## config.mk

```make
export PLATFORM = sky130hd
export DESIGN_NAME = seg7_scan_capture
export DESIGN_NICKNAME = d
export VERILOG_FILES = /design/src/rtl/seg7_pkg.sv /design/src/rtl/seg7_to_hex.sv /design/src/rtl/seg7_scan_capture.sv
export SDC_FILE = /design/constraint.sdc
export NUM_CORES = 1
export LEC_CHECK = 0
export CAP_MARGIN = 40
export CORE_UTILIZATION = 25
export CTS_BUF_LIST = sky130_fd_sc_hd__clkbuf_16
export DETAILED_ROUTE_END_ITERATION = 12
export PLACE_DENSITY_LB_ADDON = 0.25
export SLEW_MARGIN = 15
export SYNTH_ARGS = -nofsm -noshare
export SYNTH_HDL_FRONTEND = slang
export SYNTH_SLANG_ARGS = --single-unit
export TNS_END_PERCENT = 100
```

## constraint.sdc

```tcl
create_clock -name CLOCK_50 -period 2.9 [get_ports CLOCK_50]
set_clock_uncertainty 0.2 [all_clocks]
set_input_delay 0.87 -clock CLOCK_50 [delete_from_list [all_inputs] [get_ports CLOCK_50]]
set_output_delay 0.87 -clock CLOCK_50 [all_outputs]
set_load 0.02 [all_outputs]
```

## src/rtl/seg7_pkg.sv

```systemverilog
// Shared definitions for the seven-segment scan observer: hex pattern table,
// blank pattern and capture FSM states.
package seg7_pkg;

    localparam logic [6:0] SEG_BLANK = 7'b1111111;

    typedef enum logic [1:0] {
        IDLE   = 2'd0,
        SETTLE = 2'd1,
        HOLD   = 2'd2
    } scan_state_e;

    // Active-low gfedcba pattern that the display drivers emit for a nibble.
    function automatic logic [6:0] hex_to_seg(input logic [3:0] nib);
        logic [6:0] pat;
        case (nib)
            4'h0:    pat = 7'b1000000;
            4'h1:    pat = 7'b1111001;
            4'h2:    pat = 7'b0100100;
            4'h3:    pat = 7'b0110000;
            4'h4:    pat = 7'b0011001;
            4'h5:    pat = 7'b0010010;
            4'h6:    pat = 7'b0000010;
            4'h7:    pat = 7'b1111000;
            4'h8:    pat = 7'b0000000;
            4'h9:    pat = 7'b0011000;
            4'hA:    pat = 7'b0001000;
            4'hB:    pat = 7'b0000011;
            4'hC:    pat = 7'b1000110;
            4'hD:    pat = 7'b0100001;
            4'hE:    pat = 7'b0000110;
            4'hF:    pat = 7'b0001110;
            default: pat = SEG_BLANK;
        endcase
        return pat;
    endfunction

endpackage

```

## src/rtl/seg7_to_hex.sv

```systemverilog
// Combinational inverse of the hex pattern table: recovers the nibble and
// flags whether the pattern is a legal digit or the all-off blank.
module seg7_to_hex
    import seg7_pkg::*;
(
    input  logic [6:0] seg,
    output logic [3:0] nibble,
    output logic       legal,
    output logic       blank
);

    // Table patterns are unique, so at most one entry matches.
    always_comb begin
        nibble = 4'h0;
        legal  = 1'b0;
        blank  = (seg == SEG_BLANK);
        for (int i = 0; i < 16; i++) begin
            legal  = legal | (seg == hex_to_seg(4'(i)));
            nibble = (seg == hex_to_seg(4'(i))) ? 4'(i) : nibble;
        end
    end

endmodule

```

## src/rtl/seg7_scan_capture.sv

```systemverilog
// Observes a scan-multiplexed seven-segment bus, waits for each digit to be
// stable, decodes it and stores one nibble per digit position.
module seg7_scan_capture
    import seg7_pkg::*;
#(
    parameter int NUM_DIGITS    = 4,
    parameter int STABLE_CYCLES = 4
) (
    input  logic                    CLOCK_50,
    input  logic                    RESET_N,
    input  logic [6:0]              SEG,
    input  logic [NUM_DIGITS-1:0]   DIG_EN,
    input  logic                    CLR,
    output logic [4*NUM_DIGITS-1:0] VALUE,
    output logic [NUM_DIGITS-1:0]   DIGIT_VALID,
    output logic                    UPDATE,
    output logic                    ERR
);

    localparam int CNT_W = $clog2(STABLE_CYCLES + 1);
    localparam int IDX_W = (NUM_DIGITS > 1) ? $clog2(NUM_DIGITS) : 1;
    localparam logic [CNT_W-1:0] CNT_ONE  = CNT_W'(1);
    localparam logic [CNT_W-1:0] CNT_LAST = CNT_W'(STABLE_CYCLES - 1);
    localparam logic [CNT_W-1:0] CNT_FULL = CNT_W'(STABLE_CYCLES);

    logic [6:0]              seg_s1_r, seg_s2_r;
    logic [NUM_DIGITS-1:0]   en_s1_r, en_s2_r;
    scan_state_e             state_r, state_s;
    logic [CNT_W-1:0]        cnt_r, cnt_s;
    logic [4*NUM_DIGITS-1:0] value_r, value_s;
    logic [NUM_DIGITS-1:0]   valid_r, valid_s;
    logic                    update_r, update_s;
    logic                    err_r, err_s;
    logic                    commit_s;
    logic                    blanking_s, bad_sel_s, candidate_s, same_s;
    logic [IDX_W-1:0]        idx_s;
    logic [3:0]              nibble_s;
    logic                    legal_s, blank_s;

    seg7_to_hex u_decode (
        .seg    (seg_s1_r),
        .nibble (nibble_s),
        .legal  (legal_s),
        .blank  (blank_s)
    );

    // Classify the newest sample and encode the selected digit index.
    always_comb begin
        blanking_s  = (en_s1_r == '0);
        bad_sel_s   = |(en_s1_r & (en_s1_r - NUM_DIGITS'(1)));
        candidate_s = !blanking_s && !bad_sel_s;
        same_s      = (seg_s1_r == seg_s2_r) && (en_s1_r == en_s2_r);
        idx_s       = '0;
        for (int i = 0; i < NUM_DIGITS; i++) begin
            idx_s = idx_s | (en_s1_r[i] ? IDX_W'(i) : '0);
        end
    end

    // Stability FSM: commit once when a candidate pair has been seen
    // STABLE_CYCLES times in a row; the counter saturates at STABLE_CYCLES.
    always_comb begin
        state_s  = state_r;
        cnt_s    = cnt_r;
        commit_s = 1'b0;
        if (!candidate_s) begin
            state_s = IDLE;
            cnt_s   = '0;
        end else begin
            case (state_r)
                IDLE: begin
                    state_s = SETTLE;
                    cnt_s   = CNT_ONE;
                end
                SETTLE: begin
                    if (!same_s) begin
                        cnt_s = CNT_ONE;
                    end else if (cnt_r >= CNT_LAST) begin
                        commit_s = 1'b1;
                        state_s  = HOLD;
                        cnt_s    = CNT_FULL;
                    end else begin
                        cnt_s = cnt_r + CNT_ONE;
                    end
                end
                HOLD: begin
                    if (!same_s) begin
                        state_s = SETTLE;
                        cnt_s   = CNT_ONE;
                    end else begin
                        state_s = HOLD;
                    end
                end
                default: begin
                    state_s = IDLE;
                    cnt_s   = '0;
                end
            endcase
        end
    end

    // Commit decode into per-digit storage; illegal patterns only raise ERR.
    always_comb begin
        value_s  = value_r;
        valid_s  = valid_r;
        update_s = 1'b0;
        err_s    = err_r | bad_sel_s;
        if (commit_s) begin
            if (legal_s) begin
                value_s[{idx_s, 2'b00} +: 4] = nibble_s;
                valid_s[idx_s]               = 1'b1;
                update_s = (value_r[{idx_s, 2'b00} +: 4] != nibble_s) || !valid_r[idx_s];
            end else if (blank_s) begin
                valid_s[idx_s] = 1'b0;
                update_s       = valid_r[idx_s];
            end else begin
                err_s = 1'b1;
            end
        end else begin
            update_s = 1'b0;
        end
    end

    // Input sampling, state and storage registers; CLR keeps the input stage.
    always_ff @(posedge CLOCK_50) begin
        if (!RESET_N) begin
            seg_s1_r <= 7'd0;
            seg_s2_r <= 7'd0;
            en_s1_r  <= '0;
            en_s2_r  <= '0;
            state_r  <= IDLE;
            cnt_r    <= '0;
            value_r  <= '0;
            valid_r  <= '0;
            update_r <= 1'b0;
            err_r    <= 1'b0;
        end else begin
            seg_s1_r <= SEG;
            seg_s2_r <= seg_s1_r;
            en_s1_r  <= DIG_EN;
            en_s2_r  <= en_s1_r;
            if (CLR) begin
                state_r  <= IDLE;
                cnt_r    <= '0;
                value_r  <= '0;
                valid_r  <= '0;
                update_r <= 1'b0;
                err_r    <= 1'b0;
            end else begin
                state_r  <= state_s;
                cnt_r    <= cnt_s;
                value_r  <= value_s;
                valid_r  <= valid_s;
                update_r <= update_s;
                err_r    <= err_s;
            end
        end
    end

    assign VALUE       = value_r;
    assign DIGIT_VALID = valid_r;
    assign UPDATE      = update_r;
    assign ERR         = err_r;

endmodule

```

# Word-level counts from Yosys, hierarchy flattened
# Index checks and enable logic that the tools add are counted.
word_totals:
  regBits: 49
op_classes:
  magnitude_cmp: 3
  n_reduce_logical: 18
  n_bitwise: 25
  n_addsub: 3
  n_shift: 3
  n_mux: 42
  n_eq_ne: 24
op_table:
  columns: ["op", "count"]
  rows:
  - ["$mux 4", 16]
  - ["$eq 7x7->1 const B", 5]
  - ["$eq 7x5->1 const B", 3]
  - ["$eq 7x6->1 const B", 3]
  - ["$bwmux 16", 1]
  - ["$or 1x1->1", 16]
  - ["$shift 4x6->16 const A", 1]
  - ["$shiftx 16x5->4", 1]
  - ["$shiftx 4x6->16", 1]
  - ["$eq 7x2->1 const B", 2]
  - ["$eq 7x4->1 const B", 2]
  - ["$mux 1", 13]
  - ["$mux 2", 5]
  - ["$mux 3", 3]
  - ["$pmux 3 s3", 1]
  - ["$and 4x4->4", 2]
  - ["$eq 7x3->1 const B", 1]
  - ["$eq 7x7->1", 1]
  - ["$logic_not 7->1", 1]
  - ["$ne 2x2->1 const B", 3]
  - ["$neg 4->6", 1]
  - ["$pmux 2 s3", 1]
  - ["$reduce_and 2->1", 3]
  - ["$reduce_or 3->1", 2]
  - ["24 further kinds", 30]

# Logic depth before layout (Yosys ltp)
# Gate-level depths: netlist of run 1.
logic_depth:
  ltp_word: 19
  mapped_depth: 9
  mapped_depth_nobuf: 7

# Cells and area by module
# Synthesis of run 1 repeated with hierarchy kept, for this count alone.
unflattened:
  hier_cells: 316
  area_unflattened_um2: 2811.4
by_module_without_submodules:
  columns: ["module", "cells_per_inst", "n_inst", "area_per_inst_um2"]
  rows:
  - ["seg7_scan_capture", 262, 1, 2459.9]
  - ["seg7_to_hex", 54, 1, 351.6]

# Worst setup path after synthesis of run 1
# OpenSTA, ideal clock, no wires.
synth_timing:
  path_kind: "register to register"
  startpoint: "register en_s1_r[3]"
  endpoint: "register value_r[2] (netlist: VALUE[2])"
  path_slack_ps: 628
  setup_ps: 72
  stages_incl_launch_ff: 9
  t_arrival_ps: 2000
  required_ps: 2628
  synth_period_minus_slack_ps: 2272
  path_cell_list: "dfxtp_1 > buf_6 > nor2_1 > clkbuf_1 > inv_1 > ha_1 > nor4_1 > nand2_1 > mux2i_1"
synth_via:
  elab_chain_cells: 7
  elab_cells_between_ends: 19
synth_lines:
  columns: ["element", "line_no", "rtl"]
  rows:
  - ["start, declared", "seg7_scan_capture.sv:27", "logic [NUM_DIGITS-1:0] en_s1_r, en_s2_r;"]
  - ["start signal, assigned", "seg7_scan_capture.sv:128", "en_s1_r <= '0;"]
  - ["start signal, assigned", "seg7_scan_capture.sv:139", "en_s1_r <= DIG_EN;"]
  - ["$sub 4x1->4", "seg7_scan_capture.sv:50", "bad_sel_s = |(en_s1_r & (en_s1_r - NUM_DIGITS'(1)));"]
  - ["$and 4x4->4", "seg7_scan_capture.sv:50", null]
  - ["$reduce_or 4->1", "seg7_scan_capture.sv:50", null]
  - ["$logic_not 1->1", "seg7_scan_capture.sv:51", "candidate_s = !blanking_s && !bad_sel_s;"]
  - ["$logic_and 1x1->1", "seg7_scan_capture.sv:51", null]
  - ["$mux 1", "seg7_scan_capture.sv:65", "if (!candidate_s) begin"]
  - ["$reduce_and 2->1 (no source line)", null, null]
  - ["end signal, assigned", "seg7_scan_capture.sv:151", "value_r <= value_s;"]
  - ["end, declared", "seg7_scan_capture.sv:30", "logic [4*NUM_DIGITS-1:0] value_r, value_s;"]
# Parallel ways exist; a longest one is shown, timed or not.
# A chain may end at the register's enable or synchronous reset.

# Worst setup path after layout of run 1
layout_timing:
  startpoint: "register en_s1_r[3]"
  endpoint: "register value_r[5] (netlist: VALUE[5])"
# Same word-level chain as after synthesis.

==> impl_metrics.yaml, run 1 <==
finish:
  layout_common_cells: "dfxtp_1 (49), nand2_1 (37), clkdlybuf4s50_1 (35)"
  drive_above_1_share_pct: 12.3
  area.sequential_um2: 981
  area_growth_pct: 26.3
  stdcell_count: 498
  fin_nets: 378
  multi_input_area_mm2: 0.00163
  final_common_cell: "dfxtp_1"
  num-fill-cells: 1147
  antenna_cells: 0
timing:
  hold_violations: 0
  max-slew-margin-rel_pct: 54.2
  fmax_ghz: 0.389
  finalWorstSetupSlack_ps: 328
  period_share_pct: 88.7
  period_minus_slack_ps: 2570
  maxSlewViolCount: 0
  finalSetupViolCount: 0
  tightest_slew_ps: 685
  rsz0062_at_grt: "false"
  tns_ps: 0
drt:
  finalWirelength_um: 6800
  post-route-drc-count: 0
  via_count: 2370
  wire_per_inst_um: 13.7
  drt_pass1_iterations: 8
  ant_nets: 0
  vias_per_cell: 4.76
  drt_iter0_drc: 169
floorplanning:
  start_util_pct: 25.6
  dieArea_mm2: 0.0115
  core.rowCount: 38
  die_x_um: 107
  io_pins: 36
  design.core.area_mm2: 0.0108
  die_height_um: 107
cts:
  cts_buffers: 5
  ctsHoldBuffers: 0
  cts.repair.resized: 0
  root_buffer: "clkbuf_16"
  postCtsSetupRepairBufs: 0
  clk_pin_slew_ps: 70
  h-tree-depth: 2
  cts_sinks: 49
  cts_tree: "done"
  clockBufferDepth: 2
  clk_latency_ps: 280
global_routing:
  busiest_layer: "met2"
  grt-ovfl-total: 0
  met1_usage_pct: 16.9
  use_met2_pct: 20.6
  use_met3_pct: 2.18
  grt_max_degree: 24
  grt_pass1_wl_um: 11500
  antenna_found_initial: 0
  grt_usage_pct: 12.6
  grt_pass1_vias: 2382
setup_path:
  critPathBufInv: 3
  arrival_ps: 2590
  cp_max_fo: 9
  cp_cell_sequence: "nor2_1, buf_4, inv_1, ha_1, nor4b_1, buf_4, nand2_1, mux2i_1"
  cpLargestDelayFamily: "simple AND/OR/NAND/NOR gates"
  cpMostUsedCell: "buf_4"
  crit_slowest_cell: "nor2_1"
  crit_path_max_incr_delay_ps: 480
  end_kind: "register"
  worst_setup_path_start_kind: "register"
  crit_type: "reg -> reg"
  worstPathRequired_ps: 2920
yosys:
  synth_seq_cells: 49
  yosys_warnings: 0
  syn-num-nets: 335
  synthArstFlopShare_pct: 0
  synthTopCellsByArea: "dfxtp_1 (35%), mux2i_1 (6.1%), nand2_1 (5.0%)"
  netlist_area_mm2: 0.00277
  seq_area_frac_synth_pct: 35.4
  synth-edff-count: 0
  synthFlopType: "dfxtp_1"
  avgSynthCellArea_um2: 8.83
  yosysUniqueCellTypes: 54
  syn_inst: 314
  yosys.area.top_type: "dfxtp_1"
  synthDominantCellAreaShare_pct: 35.4
pwr:
  total_leakage_power_uw: 0.00126
  power.density_mw_per_mm2: 426
  vdd_drop_max_uv: 264
  p_total_uw: 1490
place:
  gp_congestion: 0.809
  io_buffers: 35
  detailed_place_hpwl_um: 5020
  dpl.cell_count: 490
  place_ws_ps: 235
job:
  max_cap_violations: 0
worst_hold_path:
  hold_path_class: "reg -> reg"
outcome:
  status: "finished clean"
## report_power, final
| group | internal [µW] | leakage [µW] | switching, µW |
|---|---|---|---|
| logic | 96.6 | 0.000792 | 115 |
| registers | 689 | 0.000400 | 22.0 |
| clock network | 317 | 0.0000696 | 253 |
## synth_stat cells (all sizes together) (7+ instances only)
cell type	instances
nor2b	10
o21ai	13
a211oi	10
ha	7
clkbuf	7
xor2	15
nand4b	7
dfxtp	49
buf	13
and2	23
mux2i	17
nand2	37
inv	14
nor2	16
## path summary, 6_finish.rpt
| kind | from | end | slack [ps] | depth (start not counted) |
|---|---|---|---|---|
| worst max-delay path | en_s1_r[3] | VALUE[5] | 330 | 8 |
| worst min-delay path | state_r[1] | cnt_r[0] | 250 | 1 |
| worst max register to register | en_s1_r[3] | VALUE[5] | 330 | 8 |
| worst min register to register | state_r[1] | cnt_r[0] | 250 | 1 |
## state kept, by name, summed over array words and instances, names as in the netlist, named ones only
signal and cells:
VALUE 16, seg_s1_r 7, ERR 1, en_s1_r 4, state_r 2, en_s2_r 4
cnt_r 3, UPDATE 1, seg_s2_r 7
## metrics by stage
| step | hold slack (ps) | utilization, % | instance area (µm²) |
|---|---|---|---|
| 6_report | 252 | 32.3 | 3500 |
| 5_1_grt | 290 | 32.3 | 3500 |
| 4_1_cts | 258 | 32.3 | 3500 |
| 3_5_place_dp | 248 | 31.0 | 3360 |
| 3_3_place_gp | 245 | 31.0 | 3360 |
| 2_1_floorplan | 228 | - | 2770 |
## area by class of cell
cell class	instances	share of cell area (%)
Clock buffer	5	3.57
Clock inverter	3	0.500
Inverter	14	1.50
Multi-Input combinational cell	231	46.6
Sequential cell	49	28.0
Tap cell	140	5.00
Timing Repair Buffer	56	14.9
## cell families after synthesis
kind of cell	share of synthesized area, %
buffers and inverters	5.86
AOI/OAI and AO/OA	15.8
DFF	35.4
xor gates and xnor gates	5.68
and+or+nand+nor	26.8
adders and majority gates	3.52
muxes	6.95
## worst reg2reg max path, delay by kind of cell, from the launching register on
family                     cells  cell delay, ps
and+or+nand+nor                3             870
DFF                            1             420
muxes                          1             130
adders and majority gates      1             330
buffers and inverters          3             550
## layer usage
layer / up-vias / wire length (µm) / share of wire (%)
met5: - / 0 / 0
met3: 11 / 206 / 3.0
met1: 1133 / 3410 / 50
met4: 0 / 103 / 1.5
li1: 1181 / - / -
met2: 45 / 3080 / 45
(Power assumes the default switching activity.)
==> run 2: changes to the inputs <==
--- a/config.mk
+++ b/config.mk
@@ -10,6 +10,7 @@
 export CTS_BUF_LIST = sky130_fd_sc_hd__clkbuf_16
 export DETAILED_ROUTE_END_ITERATION = 12
 export PLACE_DENSITY_LB_ADDON = 0.25
+export SKIP_LAST_GASP = 1
 export SLEW_MARGIN = 15
 export SYNTH_ARGS = -nofsm -noshare
 export SYNTH_HDL_FRONTEND = slang
==> results of run 2 <==
Final layout, timing and power as in run 1 (identical DEF).
